[src/rtl/alu_ctrl_seq.sv]
// alu_ctrl_seq: instruction sequencer driving the accumulator ALU control
// strobes. Accepts one 8-bit instruction per valid/ready handshake, decodes
// it and plays out its control cycles, then pulses done for one cycle.
//
// Optional build macro: ALU_CTRL_ILLEGAL_TRAP_EN
//   defined   - an illegal opcode sets err and parks the FSM in HALT until RST
//   undefined - an illegal opcode sets err and completes as a NOP with done
//
// Ports:
//   Clk          system clock, rising edge
//   RST          synchronous active-high reset
//   instr[7:0]   [7:5] opcode, [4:2] alu_op field, [1:0] bus source index
//   instr_valid  instr offered this cycle
//   instr_ready  sequencer idle and able to accept
//   alu_wen      accumulator write-enable from bus
//   alu_inc      accumulator increment strobe
//   alu_rst      accumulator clear strobe
//   alu_op[2:0]  ALU operation select (000 = none)
//   bus_sel[1:0] bus source select, held between instructions
//   busy         instruction in progress
//   done         one-cycle pulse after the last control cycle
//   err          sticky illegal-opcode flag
module alu_ctrl_seq #(
  parameter int unsigned OP_CYCLES = 1,
  parameter int unsigned CNT_W     = 5
) (
  input  logic       Clk,
  input  logic       RST,
  input  logic [7:0] instr,
  input  logic       instr_valid,
  output logic       instr_ready,
  output logic       alu_wen,
  output logic       alu_inc,
  output logic       alu_rst,
  output logic [2:0] alu_op,
  output logic [1:0] bus_sel,
  output logic       busy,
  output logic       done,
  output logic       err
);

  localparam int unsigned OPC_W = 3;
  localparam int unsigned AOP_W = 3;
  localparam int unsigned SEL_W = 2;

  localparam logic [OPC_W-1:0] OPC_NOP  = 3'd0;
  localparam logic [OPC_W-1:0] OPC_LOAD = 3'd1;
  localparam logic [OPC_W-1:0] OPC_OP   = 3'd2;
  localparam logic [OPC_W-1:0] OPC_INC  = 3'd3;
  localparam logic [OPC_W-1:0] OPC_CLR  = 3'd4;

  typedef enum logic [1:0] {
    S_IDLE = 2'd0,
    S_EXEC = 2'd1,
    S_DONE = 2'd2
`ifdef ALU_CTRL_ILLEGAL_TRAP_EN
    ,
    S_HALT = 2'd3
`endif
  } state_e;

  state_e             state_q, state_d;
  logic [CNT_W-1:0]   cnt_q, cnt_d;
  logic               ready_q, ready_d;
  logic               busy_q, busy_d;
  logic               done_q, done_d;
  logic               err_q, err_d;
  logic               wen_q, wen_d;
  logic               inc_q, inc_d;
  logic               rst_q, rst_d;
  logic [AOP_W-1:0]   op_q, op_d;
  logic [SEL_W-1:0]   sel_q, sel_d;

  // Instruction decode of the offered word
  logic [OPC_W-1:0]   opcode;
  logic [AOP_W-1:0]   op_field;
  logic [SEL_W-1:0]   src;
  logic [CNT_W-1:0]   dec_len;
  logic               dec_wen, dec_inc, dec_rst, dec_sel_en, dec_illegal;
  logic [AOP_W-1:0]   dec_op;

  assign opcode   = instr[7:5];
  assign op_field = instr[4:2];
  assign src      = instr[1:0];

  // Control length and strobe pattern per opcode
  always_comb begin
    dec_len     = '0;
    dec_wen     = 1'b0;
    dec_inc     = 1'b0;
    dec_rst     = 1'b0;
    dec_op      = '0;
    dec_sel_en  = 1'b0;
    dec_illegal = 1'b0;
    case (opcode)
      OPC_NOP: ;
      OPC_LOAD: begin
        dec_len    = CNT_W'(1);
        dec_wen    = 1'b1;
        dec_sel_en = 1'b1;
      end
      OPC_OP: begin
        // A zero op field is a no-op: no cycles, bus_sel untouched
        if (op_field != '0) begin
          dec_len    = CNT_W'(OP_CYCLES);
          dec_op     = op_field;
          dec_sel_en = 1'b1;
        end
      end
      OPC_INC: begin
        dec_len = CNT_W'(instr[4:0]);
        dec_inc = 1'b1;
      end
      OPC_CLR: begin
        dec_len = CNT_W'(1);
        dec_rst = 1'b1;
      end
      default: dec_illegal = 1'b1;
    endcase
  end

  // Next-state and next-output logic
  always_comb begin
    state_d = state_q;
    cnt_d   = cnt_q;
    ready_d = 1'b0;
    busy_d  = 1'b0;
    done_d  = 1'b0;
    err_d   = err_q;
    wen_d   = 1'b0;
    inc_d   = 1'b0;
    rst_d   = 1'b0;
    op_d    = '0;
    sel_d   = sel_q;
    case (state_q)
      S_IDLE: begin
        ready_d = 1'b1;
        if (instr_valid) begin
          ready_d = 1'b0;
          err_d   = err_q | dec_illegal;
          if (dec_illegal) begin
`ifdef ALU_CTRL_ILLEGAL_TRAP_EN
            state_d = S_HALT;
            busy_d  = 1'b1;
`else
            state_d = S_DONE;
            done_d  = 1'b1;
`endif
          end else if (dec_len == '0) begin
            state_d = S_DONE;
            done_d  = 1'b1;
          end else begin
            // First control cycle is presented from the accept edge
            state_d = S_EXEC;
            busy_d  = 1'b1;
            cnt_d   = dec_len - CNT_W'(1);
            wen_d   = dec_wen;
            inc_d   = dec_inc;
            rst_d   = dec_rst;
            op_d    = dec_op;
            if (dec_sel_en) sel_d = src;
          end
        end
      end
      S_EXEC: begin
        // cnt_q counts control cycles still to follow the current one
        if (cnt_q == '0) begin
          state_d = S_DONE;
          done_d  = 1'b1;
        end else begin
          busy_d = 1'b1;
          cnt_d  = cnt_q - CNT_W'(1);
          wen_d  = wen_q;
          inc_d  = inc_q;
          rst_d  = rst_q;
          op_d   = op_q;
        end
      end
      S_DONE: begin
        state_d = S_IDLE;
        ready_d = 1'b1;
      end
`ifdef ALU_CTRL_ILLEGAL_TRAP_EN
      S_HALT: begin
        busy_d = 1'b1;
      end
`endif
      default: begin
        state_d = S_IDLE;
        ready_d = 1'b1;
      end
    endcase
  end

  // State and output registers
  always_ff @(posedge Clk) begin
    if (RST) begin
      state_q <= S_IDLE;
      cnt_q   <= '0;
      ready_q <= 1'b1;
      busy_q  <= 1'b0;
      done_q  <= 1'b0;
      err_q   <= 1'b0;
      wen_q   <= 1'b0;
      inc_q   <= 1'b0;
      rst_q   <= 1'b0;
      op_q    <= '0;
      sel_q   <= '0;
    end else begin
      state_q <= state_d;
      cnt_q   <= cnt_d;
      ready_q <= ready_d;
      busy_q  <= busy_d;
      done_q  <= done_d;
      err_q   <= err_d;
      wen_q   <= wen_d;
      inc_q   <= inc_d;
      rst_q   <= rst_d;
      op_q    <= op_d;
      sel_q   <= sel_d;
    end
  end

  assign instr_ready = ready_q;
  assign busy        = busy_q;
  assign done        = done_q;
  assign err         = err_q;
  assign alu_wen     = wen_q;
  assign alu_inc     = inc_q;
  assign alu_rst     = rst_q;
  assign alu_op      = op_q;
  assign bus_sel     = sel_q;

endmodule

[config.mk]
export PLATFORM = sky130hd
export DESIGN_NAME = alu_ctrl_seq
export DESIGN_NICKNAME = d
export VERILOG_FILES = /design/src/rtl/alu_ctrl_seq.sv
export SDC_FILE = /design/constraint.sdc
export NUM_CORES = 1
export LEC_CHECK = 0
export ABC_AREA = 1
export ABC_CLOCK_PERIOD_IN_PS = 2900
export CAP_MARGIN = 20
export CORE_MARGIN = 3
export CORE_UTILIZATION = 45
export CTS_BUF_LIST = sky130_fd_sc_hd__clkbuf_8
export DETAILED_ROUTE_END_ITERATION = 8
export HOLD_SLACK_MARGIN = 0.05
export PLACE_DENSITY = 0.81
export REMOVE_ABC_BUFFERS = 1
export SLEW_MARGIN = 20
export SYNTH_ARGS = -nofsm -noshare
export SYNTH_HDL_FRONTEND = slang
export SYNTH_SLANG_ARGS = --single-unit
export TNS_END_PERCENT = 50
[constraint.sdc]
create_clock -name Clk -period 2.9 [get_ports Clk]
set_input_delay 0.58 -clock Clk [delete_from_list [all_inputs] [get_ports Clk]]
set_output_delay 0.58 -clock Clk [all_outputs]
set_load 0.02 [all_outputs]
==> impl_metrics.json <==
{
  "status": "finished clean",
  "cts_sinks": 19,
  "worstSetupPathType": "input pin to flop",
  "final_cells": 214,
  "clock-root-buffer": "clkbuf_8",
  "finalCritPeriodShare_pct": 80.40,
  "grt_max_degree": 13,
  "critPathArrivalTime_ps": 2490,
  "worstSetupEndpointType": "flop",
  "groute.usage.overall_pct": 21.15,
  "synth_cell_types": 20,
  "setup_viol": 0,
  "slowest_stage": "clkdlybuf4s50_1",
  "whs_ps": 459.5,
  "netlist_top_cells_area": "dfxtp_1 (36%), nand2_1 (12%), inv_1 (8.9%), nor2_1 (8.9%), nand3_1 (7.1%)",
  "r2r_setup_slack_ps": 1170,
  "start_kind": "input pin",
  "yosysSeqAreaShare_pct": 35.89,
  "p_leak_nw": 0.6472,
  "core-area_um2": 2102,
  "worst-path-buf-inv": 2,
  "drive_above_1_share_pct": 10.70,
  "dr.pass1.iters": 4,
  "cp_top_family": "simple AND/OR/NAND/NOR gates",
  "r2r_start": "state_q[1]$_SDFFE_PP0P_",
  "ys_seq_elements": 19,
  "n_antenna_cell": 0,
  "cts_hold_buf": 0,
  "relSlewSlack_pct": 73.13,
  "grt-ovfl-total": 0,
  "synth_area_per_cell_um2": 6.502,
  "cts-htree-levels": 1,
  "hp-start": "bus_sel[0]$_SDFFE_PP0P_",
  "dp_cells": 210,
  "finalWirelength_um": 2506,
  "tns_ps": 0,
  "portBuffers": 22,
  "clock.fmax_mhz": 428.9,
  "dieHeight_um": 54.53,
  "drc_errors": 0,
  "grt_pass1_wl_um": 4609,
  "path_cells": "clkdlybuf4s50_1, inv_2, nand3_1, nand2_1, nor2_1, nand3_1, nand2_1, ha_1, nand3_1, o21bai_1, nand2_1, nor2_1, nor2_1",
  "avgViaCountPerCell": 5.238,
  "initial_core_util_pct": 50.42,
  "rows": 16,
  "ff2ff_path_depth": 12,
  "critPathMaxFanout": 5,
  "clk_latency_ps": 260,
  "synth_area_leader_cell": "dfxtp_1",
  "final_antenna_net_count": 0,
  "drtIter0Drc": 37,
  "r2r_end": "cnt_q[4]$_SDFFE_PP0P_",
  "holdPathStages": 2,
  "dpl.hpwl_um": 1928,
  "cts_buffer_depth": 2,
  "die_w_um": 54.53,
  "power_uw": 822.5,
  "cts-buffers-inserted": 3,
  "maxCapViolCount": 0,
  "rsz0062_at_grt": "no",
  "synthCells": 163,
  "ioPinCount": 23,
  "slew_violations": 0,
  "max_stage_delay_ps": 610,
  "tritoncts": "yes",
  "fin_area_um2": 1340,
  "wl_per_cell_um": 11.71,
  "dpl-instance-area_um2": 1295,
  "cp.depth": 13,
  "antenna_found_initial": 0,
  "tightest_slew_ps": 401.7,
  "die_area_um2": 2974,
  "cp-startpoint": "instr[7]",
  "clkTransAtPathRegs_ps": 70,
  "cts-resized-gates": 0,
  "finalClockSkew_ps": 2.149,
  "vdd_drop_max_uv": 514.7,
  "hold_end": "bus_sel[0]$_SDFFE_PP0P_",
  "powerDensity_nw_per_um2": 613.8,
  "hp-class": "flop to flop",
  "yosys_warnings": 0,
  "grt_pass1_vias": 1092,
  "vias": 1121,
  "post-cts-setup-buffers": 0,
  "finalCriticalPeriod_ps": 2332,
  "synth_area_um2": 1060,
  "hold_violations": 0,
  "required_ps": 3050,
  "yosys.area.top_type_share_pct": 35.89,
  "area_growth_pct": 26.45,
  "gp_congestion": 0.8104,
  "layout.nets": 200
}
-- kinds of logic (layout without fill, tap and decap cells) --
logic type	after synthesis	after routing	synth area share (%)
AO/OA/AOI/OAI	19	19	9.210
adder cells (fa/ha/maj)	1	1	1.180
buffers and inverters	28	52	10.98
flip-flops	19	19	35.89
AND/OR/NAND/NOR	96	96	42.74
-- layout make-up --
cell class / count / area [µm²]
clock buffer: 3 / 41.29
multi-input combinational: 116 / 563.0
fill: 188 / 762.0
clock inverter: 1 / 3.754
sequential: 19 / 380.4
timing repair buffer: 22 / 220.2
inverter: 26 / 97.59
tap: 27 / 33.78
-- registers in the layout, indices dropped and copies added (netlist names) --
name	count
busy	1
alu_op	3
cnt_q	5
done	1
err	1
bus_sel	2
instr_ready	1
state_q	2
alu_inc	1
alu_rst	1
alu_wen	1
-- cell usage in the layout (no fill, tap or decap), drive strengths merged --
cell and count:
dfxtp 19, nand3 17, nor2 28, o21bai 1, o21ai 10, a21oi 8
nor3 5, nand4 2, or2 1, clkdlybuf4s50 22, inv 27, nand2 43
ha 1, clkbuf 3
-- stage by stage --
| stage | worst slack, ps | util, % |
|---|---|---|
| after floorplan | 1158 | - |
| after CTS | 613.3 | 63.75 |
| after detailed placement | 372.9 | 61.61 |
| after global routing | 405.1 | 63.75 |
| after global placement | 480.4 | 61.61 |
| final | 568.4 | 63.75 |
-- layer usage --
metal / track usage, % / vias to the layer above / wire length (µm)
li1: - / 560 / -
met1: 24.42 / 488 / 1035
met2: 37.65 / 62 / 1192
met3: 4.087 / 11 / 206
met4: 8.714 / 0 / 72
met5: 0 / - / 0
-- worst max path at each step --
stage | end | slack, ps
after floorplan | cnt_q[4]$_SDFFE_PP0P_ | 1160
after global placement | cnt_q[4]$_SDFFE_PP0P_ | 480
after detailed placement | cnt_q[4]$_SDFFE_PP0P_ | 370
after CTS | cnt_q[4]$_SDFFE_PP0P_ | 610
after global routing | cnt_q[4]$_SDFFE_PP0P_ | 410
final | cnt_q[4]$_SDFFE_PP0P_ | 570
-- cells in the mapped netlist, drive strengths merged --
library cell   n
nand2         43
nor2          28
inv           26
dfxtp         19
nand3         17
o21ai         10
a21oi          8
nor3           5
buf            2
nand4          2
ha             1
o21bai         1
or2            1
-- power breakdown --
group	total [mW]	internal, mW	switching (mW)
combinational	0.316	0.117	0.199
sequential	0.326	0.301	0.0246
clock	0.181	0.0942	0.0870
-- worst reg2reg max path: stages, from the launching register on --
cell and delay, ps:
dfxtp_1 370, inv_1 80, nand2_2 150, inv_1 130, nand2_1 80, nand2_1 60, inv_1 60, ha_1 170
nand3_1 130, o21bai_1 190, nand2_1 80, nor2_1 90, nor2_1 50
Note: power is estimated with default switching activity, not from simulation.
